## config.mk

```make
export PLATFORM = sky130hd
export DESIGN_NAME = ov5640_capture_ctrl_flat
export DESIGN_NICKNAME = d
export VERILOG_FILES = /design/src/rtl/ov5640_capture_ctrl_if.sv /design/src/rtl/ov5640_capture_ctrl.sv /design/src/flat_wrapper.sv
export SDC_FILE = /design/constraint.sdc
export NUM_CORES = 1
export LEC_CHECK = 0
export CAP_MARGIN = 20
export CORE_MARGIN = 5
export CORE_UTILIZATION = 54
export DETAILED_ROUTE_END_ITERATION = 10
export PLACE_DENSITY = 0.84
export SLEW_MARGIN = 30
export SYNTH_ARGS = -nofsm -noshare
export SYNTH_HDL_FRONTEND = slang
export SYNTH_SLANG_ARGS = --single-unit
```

## constraint.sdc

```tcl
create_clock -name cmos_pclk -period 4.61 [get_ports cmos_pclk]
set_input_delay 0.922 -clock cmos_pclk [delete_from_list [all_inputs] [get_ports cmos_pclk]]
set_output_delay 0.922 -clock cmos_pclk [all_outputs]
set_load 0.03 [all_outputs]
```

## src/rtl/ov5640_capture_ctrl_if.sv

```systemverilog
// ---------------------------------------------------------------------------
// ov5640_capture_ctrl_if
//   Pixel write bus from the capture sequencer to the frame-buffer writer.
//
//   Signals:
//     out_valid  pixel write strobe
//     out_data   RGB565 pixel
//     out_addr   linear frame address y*H_ACTIVE+x
//     out_sof    first pixel of the frame (x=0, y=0)
//     out_eol    last pixel of a line (x=H_ACTIVE-1)
//
//   Modports:
//     master  drives the bus (capture sequencer)
//     slave   consumes the bus (frame-buffer writer)
// ---------------------------------------------------------------------------
interface ov5640_capture_ctrl_if #(
    parameter int ADDR_W = 19
);
    logic              out_valid;
    logic [15:0]       out_data;
    logic [ADDR_W-1:0] out_addr;
    logic              out_sof;
    logic              out_eol;

    modport master (
        output out_valid,
        output out_data,
        output out_addr,
        output out_sof,
        output out_eol
    );

    modport slave (
        input out_valid,
        input out_data,
        input out_addr,
        input out_sof,
        input out_eol
    );
endinterface

```

## src/rtl/ov5640_capture_ctrl.sv

```systemverilog
// ---------------------------------------------------------------------------
// ov5640_capture_ctrl
//   Frame-capture sequencer between the OV5640 pixel assembler and the
//   frame-buffer writer. Ignores the first SKIP_FRAMES sensor frames after
//   reset, arms on cap_start, and passes whole frames only (capture always
//   begins on a vsync rising edge). Each accepted pixel carries a linear write
//   address; every frame is checked against H_ACTIVE x V_ACTIVE.
//
//   Optional feature (compile-time macro OV5640_CAP_TIMEOUT_EN):
//     watchdog that aborts a capture stuck for TIMEOUT_CYCLES pclk without
//     a vsync rising edge. Without the macro no watchdog exists.
//
//   Ports:
//     cmos_pclk   pixel clock, sole clock
//     rst         asynchronous active-high reset
//     cmos_vsync  sensor vsync (high = blanking)
//     cmos_href   sensor href
//     pix_valid   assembled pixel strobe (1 pclk after the data phase)
//     pix_data    assembled RGB565 pixel
//     cap_start   pulse: request capture
//     cap_mode    sampled with cap_start: 0 single frame, 1 continuous
//     cap_stop    pulse: end capture after the current frame
//     cap_busy    high while waiting for a frame or capturing
//     frame_done  one-cycle pulse: good frame completed
//     frame_err   one-cycle pulse: bad or aborted frame
//     frame_cnt   good frame counter, wraps 255->0
//     pix_out     pixel write bus (master side)
// ---------------------------------------------------------------------------
module ov5640_capture_ctrl #(
    parameter int H_ACTIVE       = 640,
    parameter int V_ACTIVE       = 480,
    parameter int SKIP_FRAMES    = 10,
    parameter int ADDR_W         = 19,
    parameter int TIMEOUT_CYCLES = 2000000
) (
    input  logic        cmos_pclk,
    input  logic        rst,
    input  logic        cmos_vsync,
    input  logic        cmos_href,
    input  logic        pix_valid,
    input  logic [15:0] pix_data,
    input  logic        cap_start,
    input  logic        cap_mode,
    input  logic        cap_stop,
    output logic        cap_busy,
    output logic        frame_done,
    output logic        frame_err,
    output logic [7:0]  frame_cnt,
    ov5640_capture_ctrl_if.master pix_out
);
    localparam int XW = $clog2(H_ACTIVE + 1);
    localparam int YW = $clog2(V_ACTIVE + 1);
    localparam logic [XW-1:0]     H_X    = XW'(H_ACTIVE);
    localparam logic [YW-1:0]     V_Y    = YW'(V_ACTIVE);
    localparam logic [ADDR_W-1:0] H_ADDR = ADDR_W'(H_ACTIVE);
    localparam logic [3:0]        SKIP_C = 4'(SKIP_FRAMES);

    typedef enum logic [1:0] {
        IDLE    = 2'd0,
        WAIT_VS = 2'd1,
        CAPTURE = 2'd2
    } state_t;

    state_t state_reg, state_next;

    logic              vs_d1_reg;
    logic              href_d1_reg, href_d2_reg;
    logic [3:0]        skip_cnt_reg, skip_cnt_next;
    logic              mode_reg, mode_next;
    logic              stop_pend_reg, stop_pend_next;
    logic              err_reg, err_next;
    logic [XW-1:0]     x_reg, x_next;
    logic [YW-1:0]     y_reg, y_next;
    logic [ADDR_W-1:0] base_reg, base_next;

    logic              valid_reg, valid_next;
    logic [15:0]       data_reg, data_next;
    logic [ADDR_W-1:0] addr_reg, addr_next;
    logic              sof_reg, sof_next;
    logic              eol_reg, eol_next;
    logic              done_reg, done_next;
    logic              ferr_reg, ferr_next;
    logic [7:0]        cnt_reg, cnt_next;

    logic vs_pos, line_end, skip_done, accept, stop_now, frame_good;

    // Frame boundary: vsync rising edge against its one-cycle-delayed copy.
    assign vs_pos    = cmos_vsync & ~vs_d1_reg;
    // Line end two pclk after href falls, i.e. after the last assembled pixel.
    assign line_end  = href_d2_reg & ~href_d1_reg;
    assign skip_done = (skip_cnt_reg == SKIP_C);
    assign accept    = (state_reg == CAPTURE) && pix_valid &&
                       (x_reg < H_X) && (y_reg < V_Y);
    assign stop_now  = stop_pend_reg | cap_stop;

`ifdef OV5640_CAP_TIMEOUT_EN
    localparam int WDW = $clog2(TIMEOUT_CYCLES + 1);
    localparam logic [WDW-1:0] WD_LAST = WDW'(TIMEOUT_CYCLES - 1);
    logic [WDW-1:0] wd_reg, wd_next;
`endif

    always_comb begin
        state_next     = state_reg;
        skip_cnt_next  = skip_cnt_reg;
        mode_next      = mode_reg;
        stop_pend_next = stop_pend_reg;
        err_next       = err_reg;
        x_next         = x_reg;
        y_next         = y_reg;
        base_next      = base_reg;
        valid_next     = 1'b0;
        data_next      = data_reg;
        addr_next      = addr_reg;
        sof_next       = 1'b0;
        eol_next       = 1'b0;
        done_next      = 1'b0;
        ferr_next      = 1'b0;
        cnt_next       = cnt_reg;
        frame_good     = 1'b0;

        if (vs_pos && !skip_done) begin
            skip_cnt_next = skip_cnt_reg + 4'd1;
        end

        case (state_reg)
            IDLE: begin
                if (cap_start && !cap_stop) begin
                    state_next = WAIT_VS;
                    mode_next  = cap_mode;
                end
            end
            WAIT_VS: begin
                if (cap_stop) begin
                    state_next = IDLE;
                end else if (vs_pos && skip_done) begin
                    state_next = CAPTURE;
                    x_next     = '0;
                    y_next     = '0;
                    base_next  = '0;
                    err_next   = 1'b0;
                end
            end
            CAPTURE: begin
                if (accept) begin
                    valid_next = 1'b1;
                    data_next  = pix_data;
                    addr_next  = base_reg + ADDR_W'(x_reg);
                    sof_next   = (x_reg == '0) && (y_reg == '0);
                    eol_next   = (x_reg == H_X - XW'(1));
                end
                if (pix_valid && !accept) begin
                    err_next = 1'b1;
                end
                // x_next includes a pixel accepted this cycle so a coincident
                // line end sees the full line length.
                x_next = x_reg + XW'(accept);
                if (line_end && (x_next != '0)) begin
                    if (x_next != H_X) begin
                        err_next = 1'b1;
                    end
                    y_next    = y_reg + YW'(1);
                    base_next = base_reg + H_ADDR;
                    x_next    = '0;
                end
                if (cap_stop) begin
                    stop_pend_next = 1'b1;
                end
                // The line end above has already been folded into y_next.
                if (vs_pos) begin
                    frame_good = !err_next && (y_next == V_Y);
                    done_next  = frame_good;
                    ferr_next  = !frame_good;
                    cnt_next   = cnt_reg + 8'(frame_good);
                    x_next     = '0;
                    y_next     = '0;
                    base_next  = '0;
                    err_next   = 1'b0;
                    if (!(mode_reg && !stop_now)) begin
                        state_next     = IDLE;
                        stop_pend_next = 1'b0;
                    end
                end
            end
            default: begin
                state_next = IDLE;
            end
        endcase

`ifdef OV5640_CAP_TIMEOUT_EN
        wd_next = '0;
        if (state_reg != IDLE && !vs_pos) begin
            wd_next = wd_reg + WDW'(1);
            if (wd_reg == WD_LAST) begin
                wd_next        = '0;
                state_next     = IDLE;
                stop_pend_next = 1'b0;
                done_next      = 1'b0;
                ferr_next      = 1'b1;
                cnt_next       = cnt_reg;
            end
        end
`endif
    end

    always_ff @(posedge cmos_pclk or posedge rst) begin
        if (rst) begin
            state_reg     <= IDLE;
            vs_d1_reg     <= 1'b0;
            href_d1_reg   <= 1'b0;
            href_d2_reg   <= 1'b0;
            skip_cnt_reg  <= '0;
            mode_reg      <= 1'b0;
            stop_pend_reg <= 1'b0;
            err_reg       <= 1'b0;
            x_reg         <= '0;
            y_reg         <= '0;
            base_reg      <= '0;
            valid_reg     <= 1'b0;
            data_reg      <= '0;
            addr_reg      <= '0;
            sof_reg       <= 1'b0;
            eol_reg       <= 1'b0;
            done_reg      <= 1'b0;
            ferr_reg      <= 1'b0;
            cnt_reg       <= '0;
        end else begin
            state_reg     <= state_next;
            vs_d1_reg     <= cmos_vsync;
            href_d1_reg   <= cmos_href;
            href_d2_reg   <= href_d1_reg;
            skip_cnt_reg  <= skip_cnt_next;
            mode_reg      <= mode_next;
            stop_pend_reg <= stop_pend_next;
            err_reg       <= err_next;
            x_reg         <= x_next;
            y_reg         <= y_next;
            base_reg      <= base_next;
            valid_reg     <= valid_next;
            data_reg      <= data_next;
            addr_reg      <= addr_next;
            sof_reg       <= sof_next;
            eol_reg       <= eol_next;
            done_reg      <= done_next;
            ferr_reg      <= ferr_next;
            cnt_reg       <= cnt_next;
        end
    end

`ifdef OV5640_CAP_TIMEOUT_EN
    always_ff @(posedge cmos_pclk or posedge rst) begin
        if (rst) begin
            wd_reg <= '0;
        end else begin
            wd_reg <= wd_next;
        end
    end
`endif

    assign cap_busy          = (state_reg == WAIT_VS) || (state_reg == CAPTURE);
    assign frame_done        = done_reg;
    assign frame_err         = ferr_reg;
    assign frame_cnt         = cnt_reg;
    assign pix_out.out_valid = valid_reg;
    assign pix_out.out_data  = data_reg;
    assign pix_out.out_addr  = addr_reg;
    assign pix_out.out_sof   = sof_reg;
    assign pix_out.out_eol   = eol_reg;

endmodule
```

## src/flat_wrapper.sv

```systemverilog
// flat-port wrapper written by rule: the top's interface ports become plain ports
module ov5640_capture_ctrl_flat 
#(
    parameter int H_ACTIVE       = 640,
    parameter int V_ACTIVE       = 480,
    parameter int SKIP_FRAMES    = 10,
    parameter int ADDR_W         = 19,
    parameter int TIMEOUT_CYCLES = 2000000
)
  (cmos_pclk, rst, cmos_vsync, cmos_href, pix_valid, pix_data, cap_start, cap_mode, cap_stop, cap_busy, frame_done, frame_err, frame_cnt, pix_out_out_valid, pix_out_out_data, pix_out_out_addr, pix_out_out_sof, pix_out_out_eol);
  ov5640_capture_ctrl_if #(.ADDR_W(ADDR_W)) pix_out_i ();
  input  logic cmos_pclk;
  input  logic rst;
  input  logic cmos_vsync;
  input  logic cmos_href;
  input  logic pix_valid;
  input  logic [15:0] pix_data;
  input  logic cap_start;
  input  logic cap_mode;
  input  logic cap_stop;
  output logic cap_busy;
  output logic frame_done;
  output logic frame_err;
  output logic [7:0] frame_cnt;
  output wire logic [$bits(pix_out_i.out_valid)-1:0] pix_out_out_valid;
  output wire logic [$bits(pix_out_i.out_data)-1:0] pix_out_out_data;
  output wire logic [$bits(pix_out_i.out_addr)-1:0] pix_out_out_addr;
  output wire logic [$bits(pix_out_i.out_sof)-1:0] pix_out_out_sof;
  output wire logic [$bits(pix_out_i.out_eol)-1:0] pix_out_out_eol;
  assign pix_out_out_valid = pix_out_i.out_valid;
  assign pix_out_out_data = pix_out_i.out_data;
  assign pix_out_out_addr = pix_out_i.out_addr;
  assign pix_out_out_sof = pix_out_i.out_sof;
  assign pix_out_out_eol = pix_out_i.out_eol;
  ov5640_capture_ctrl #(.H_ACTIVE(H_ACTIVE), .V_ACTIVE(V_ACTIVE), .SKIP_FRAMES(SKIP_FRAMES), .ADDR_W(ADDR_W), .TIMEOUT_CYCLES(TIMEOUT_CYCLES)) u_core (.cmos_pclk(cmos_pclk), .rst(rst), .cmos_vsync(cmos_vsync), .cmos_href(cmos_href), .pix_valid(pix_valid), .pix_data(pix_data), .cap_start(cap_start), .cap_mode(cap_mode), .cap_stop(cap_stop), .cap_busy(cap_busy), .frame_done(frame_done), .frame_err(frame_err), .frame_cnt(frame_cnt), .pix_out(pix_out_i));
endmodule
```

; ---- Word level (Yosys, flattened, before mapping)
; Index checks and enable logic that the tools add are counted.
[word_totals]
input_bits = 24
ff_bits = 98
[op_classes]
reduce_logical = 29
n_bitwise = 5
add_sub_neg = 6
eq_ne = 13
n_mux = 43
n_lt_le_gt_ge = 2
[op_table]
columns = cell, count
row1 = $mux W19, 4
row2 = $mux W9, 5
row3 = $mux W10, 4
row4 = $pmux W19 S2, 1
row5 = $mux W1, 20
row6 = $pmux W10 S2, 1
row7 = $add A19 B10 Y19, 1
row8 = $add A19 B10 Y19 const B, 1
row9 = $pmux W9 S2, 1
row10 = $logic_and A1 B1 Y1, 11
row11 = $add A10 B1 Y10, 1
row12 = $eq A10 B10 Y1 const B, 1
row13 = $logic_not A10 Y1, 1
row14 = $lt A10 B10 Y1 const B, 1
row15 = $mux W2, 5
row16 = $ne A10 B10 Y1 const B, 1
row17 = $reduce_bool A10 Y1, 1
row18 = $add A9 B1 Y9 const B, 1
row19 = $eq A9 B9 Y1 const B, 1
row20 = $logic_not A9 Y1, 1
row21 = $lt A9 B9 Y1 const B, 1
row22 = $add A8 B1 Y8, 1
row23 = $reduce_and A4 Y1, 2
row24 = $logic_not A1 Y1, 6
row25 = other kinds (17), 25

; ---- Logic depth before layout (Yosys ltp)
[logic_depth]
depth_word = 15
depth_mapped = 22
ltp_nobuf = 19

; ---- Least setup slack after synthesis
; Ideal clock, no wire load.
[synth_path]
path_kind = register to register
startpoint = reg u_core.state_reg[0]
endpoint = reg u_core.cnt_reg[5] (netlist: u_core.frame_cnt[5])
path_slack_ps = 319
t_arrival_ps = 4158
period_less_slack_ps = 4291
setup_ps = 133
required_time_ps = 4477
path_stages_with_launch = 22
cell_sequence = dfrtp_1 -> inv_1 -> ha_1 -> clkbuf_1 -> nand4_1 -> clkbuf_1 -> clkbuf_1 -> inv_1 -> ha_1 -> ha_1 -> nand3_2 -> or3_1 -> o2111a_1 -> a31oi_4 -> and4_1 -> o2111ai_1 -> nor3_1 -> ha_1 -> nand3_1 -> nor2_1 -> nand3_1 -> xnor2_1
[synth_via]
elab_chain_len = 13
word_cells_on_any_way = 21
classes_between = add/sub (2) / eq/ne (3) / mux (6) / reduce/logical (10)
[synth_rtl]
columns = item, line_no
row1 = start: declaration, ov5640_capture_ctrl.sv:64  ; state_t state_reg, state_next;
row2 = start signal: assignment, ov5640_capture_ctrl.sv:227  ; state_reg <= state_next;
row3 = $eq A2 B2 Y1 (*), "ov5640_capture_ctrl.sv:92, ov5640_capture_ctrl.sv:125"
row4 = "parallel branches: the longest is 12 deep, another holds $add A10 B1 Y10", -
row5 = end signal: assignment, ov5640_capture_ctrl.sv:245  ; cnt_reg <= cnt_next;
row6 = end: declaration, ov5640_capture_ctrl.sv:83  ; logic [7:0] cnt_reg, cnt_next;
; Every way passes the cells marked *. The select of a mux whose other input is x is not followed.
; A chain may end at the register's enable or synchronous reset.

; ---- Final worst setup path
[layout_path]
startpoint = in pix_valid
endpoint = reg u_core.cnt_reg[5] (netlist: u_core.frame_cnt[5])
[layout_via]
elab_chain_len = 12
word_cells_on_any_way = 19
classes_between = add/sub (2) / eq/ne (2) / mux (6) / reduce/logical (9)
[layout_rtl]
columns = item, line_no
row1 = start: declaration, flat_wrapper.sv:16  ; input logic pix_valid;
row2 = "parallel branches: the longest is 10 deep, another holds $add A10 B1 Y10", -
row3 = $logic_and A1 B1 Y1 (*), ov5640_capture_ctrl.sv:170  ; frame_good = !err_next && (y_next == V_Y);
row4 = $add A8 B1 Y8 (*), ov5640_capture_ctrl.sv:173  ; cnt_next = cnt_reg + 8'(frame_good);
; Marks and branches as above.

==> flow_metrics.tcl <==
set metrics [dict create \
    status "finished clean" \
    fin_crit_sh_pct 92.3 \
    slew_violations 0 \
    synth.cell_area_sq_um 4690 \
    drtIter0Drc 222 \
    grt_pass1_vias 3969 \
    synth_cells 517 \
    cts-root-buf "clkbuf_8" \
    async_flop_share_pct 100 \
    yosys_warnings 0 \
    power_mw 1.74 \
    grt_use_met2_pct 34.4 \
    drtAntennaViolNets 0 \
    yosysSeqAreaShare_pct 48.5 \
    met1_usage_pct 28.5 \
    worstPathArrival_ns 4.49 \
    grt-ovfl-total 0 \
    synth_edf_count 0 \
    synthFlopType "dfrtp_1" \
    finalSetupViolCount 0 \
    p_comb_share_pct 17.8 \
    gp_congestion 0.898 \
    grt_pass1_wl_microns 18000 \
    path_clk_slew_ns 0.09 \
    hold_viol_final 0 \
    area_delta_synth_final_pct 21.5 \
    antenna_found_initial 0 \
    ir_worst_vdd_v 0.000205 \
    cts_setup_buffers 0 \
    tns_ns 0 \
    cp_max_fo 8 \
    p_switching_mw 0.500 \
    die_h_microns 103 \
    critical_path_class "primary input to flop" \
    startpoint "pix_valid" \
    use_met3_pct 4.69 \
    finalClockSkew_ns 0.0174 \
    p_seq_share_pct 50.9 \
    clock_path_buffers 2 \
    crit_path_start_kind "primary input" \
    rrSetupSlack_ns 0.58 \
    ctsResizeCount 0 \
    chipWidth_microns 103 \
    htree_levels 3 \
    dp_hpwl_microns 7590 \
    viasPerCell 5.73 \
    place_ws_ns 0.0420 \
    pin_count 73 \
    drtPass1Iterations 5 \
    min_path_type "flop to flop" \
    dp.cells 679 \
    ys_ff_latch 91 \
    power_frac_clock_pct 31.2 \
    max_slew_margin_pct 45.7 \
    largest_register_ffs 19 \
    cts-buffers-inserted 9 \
    holdWs_ns 0.400 \
    grtUsageTotal_pct 21.2 \
    rows 34 \
    swShare_pct 28.6 \
    die_area_sq_um 10700 \
    worstMarginPinSlew_ns 0.814 \
    vias 3977 \
    drive_above_1_share_pct 5.80 \
    synth_cell_type_count 55 \
    n_antenna_cell 0 \
    power_density_nw_per_um2 306 \
    port_buffers 72 \
    fp.coreArea_sq_um 8590 \
    power.leakage_nw 2.61 \
    layout_setup_ws_ns 0.353 \
    layoutNonFillerInstCount 694 \
    syn_area_per_cell_sq_um 9.08 \
    fin_nets 621 \
    grt-busiest-layer "met2" \
    cp.required_ns 4.85 \
    intPower_mw 1.24 \
    timing.rr.end "u_core.frame_cnt[5]" \
    fmaxAchievable_mhz 235 \
    cp-end-kind "flop" \
    cts_tree "yes" \
    syn-num-nets 556 \
    grt_max_degree 48 \
    reg2reg_depth 17 \
    reg2reg_from "u_core.x_reg[8]" \
    crit_path_end "u_core.frame_cnt[5]" \
    clk_latency_ns 0.36 \
    drc 0 \
    initial_utilization_pct 54.6 \
    drt_wl_total_microns 10700 \
    wire_per_inst_microns 15.4 \
    drv_cap 0 \
    cts_hold_buf 0 \
    grt_setup_unrepaired "false" \
    period_needed_ns 4.26 \
    cts_sinks 91 \
]
## worst min path at each step
stage                        from                 end  slack, ns  cells after the start
2_1_floorplan  u_core.href_d1_reg  u_core.href_d2_reg       0.35                      0
3_3_place_gp   u_core.href_d1_reg  u_core.href_d2_reg       0.37                      0
3_5_place_dp   u_core.href_d1_reg  u_core.href_d2_reg       0.38                      0
4_1_cts        u_core.href_d1_reg  u_core.href_d2_reg       0.40                      0
5_1_grt        u_core.href_d1_reg  u_core.href_d2_reg       0.43                      0
6_report       u_core.href_d1_reg  u_core.href_d2_reg       0.40                      0
## Yosys cell counts (5+ instances only)
cell	count	area share [%]
nand2_1	118	9.4
nand3_1	19	2.0
xnor2_1	17	3.2
nor3_1	9	0.96
dfrtp_1	91	49
clkbuf_1	17	1.4
nor2_1	30	2.4
ha_1	15	4.0
and3_1	6	0.80
nand4_1	11	1.5
o21ai_0	43	4.6
buf_2	8	0.85
a21oi_1	16	1.7
and2_1	5	0.67
xor2_1	15	2.8
o31ai_1	9	1.4
or3_1	5	0.67
inv_1	11	0.88
## metal layers
metal / vias up / share of wire (%)
met5: - / 0
met4: 0 / 1.1
met3: 12 / 7.7
met2: 155 / 46
met1: 1887 / 45
li1: 1923 / -
## cells by family after synthesis
kind of cell	after synthesis	synth area share, %
AND/OR/NAND/NOR	228	22.4
AO/OA/AOI/OAI	105	14.3
flip-flops	91	48.5
buffers and inverters	42	3.81
XOR/XNOR	32	5.97
adder cells (fa/ha/maj)	15	4.00
multiplexers	4	0.933
## cell usage in the layout (no fill, tap or decap), drive strengths merged, types with 6 or more instances in the layout
cell / netlist / final
o31ai: 9 / 9
a21oi: 16 / 16
nand2: 118 / 118
dfrtp: 91 / 91
nor3: 9 / 9
ha: 15 / 15
clkdlybuf4s50: 0 / 72
nand3: 20 / 20
nor2: 30 / 30
xor2: 15 / 15
inv: 11 / 12
clkbuf: 20 / 10
and3: 6 / 6
buf: 10 / 12
and2: 6 / 6
nand4: 11 / 11
o21ai: 44 / 44
xnor2: 17 / 17
## worst max-delay path: stages
cell and delay (ns):
clkdlybuf4s50_1 0.48, nand4_1 0.11, inv_1 0.09, ha_1 0.22, ha_1 0.20, nand3_2 0.12
or3_1 0.41, o2111a_1 0.21, a31oi_4 0.29, and4_1 0.24, o2111ai_1 0.17, nor3_1 0.23
ha_1 0.21, nand3_1 0.10, nor2_1 0.22, nand3_1 0.13, xnor2_1 0.14
## area by class of cell
type | count | area (sq um)
Timing Repair Buffer | 84 | 811
Sequential cell | 91 | 2280
Inverter | 12 | 46.3
Fill cell | 695 | 2890
Multi-Input combinational cell | 384 | 2240
Clock inverter | 5 | 60.1
Tap cell | 108 | 135
Clock buffer | 10 | 138
## through the flow
step / util, % / cell area (sq um)
3_3_place_gp: 64.1 / 5510
5_1_grt: 66.4 / 5700
6_report: 66.4 / 5700
2_1_floorplan: - / 4690
4_1_cts: 66.4 / 5700
3_5_place_dp: 64.1 / 5510
## power by group through the flow
stage | Clock [mW] | Combinational (mW) | Sequential, mW
floorplan | 0 | 0.151 | 0.943
global placement | 0 | 0.305 | 0.900
detailed placement | 0 | 0.315 | 0.905
CTS | 0.558 | 0.317 | 0.889
global route | 0.595 | 0.344 | 0.898
finish | 0.545 | 0.311 | 0.888
Power figures use the tool's default switching activity.
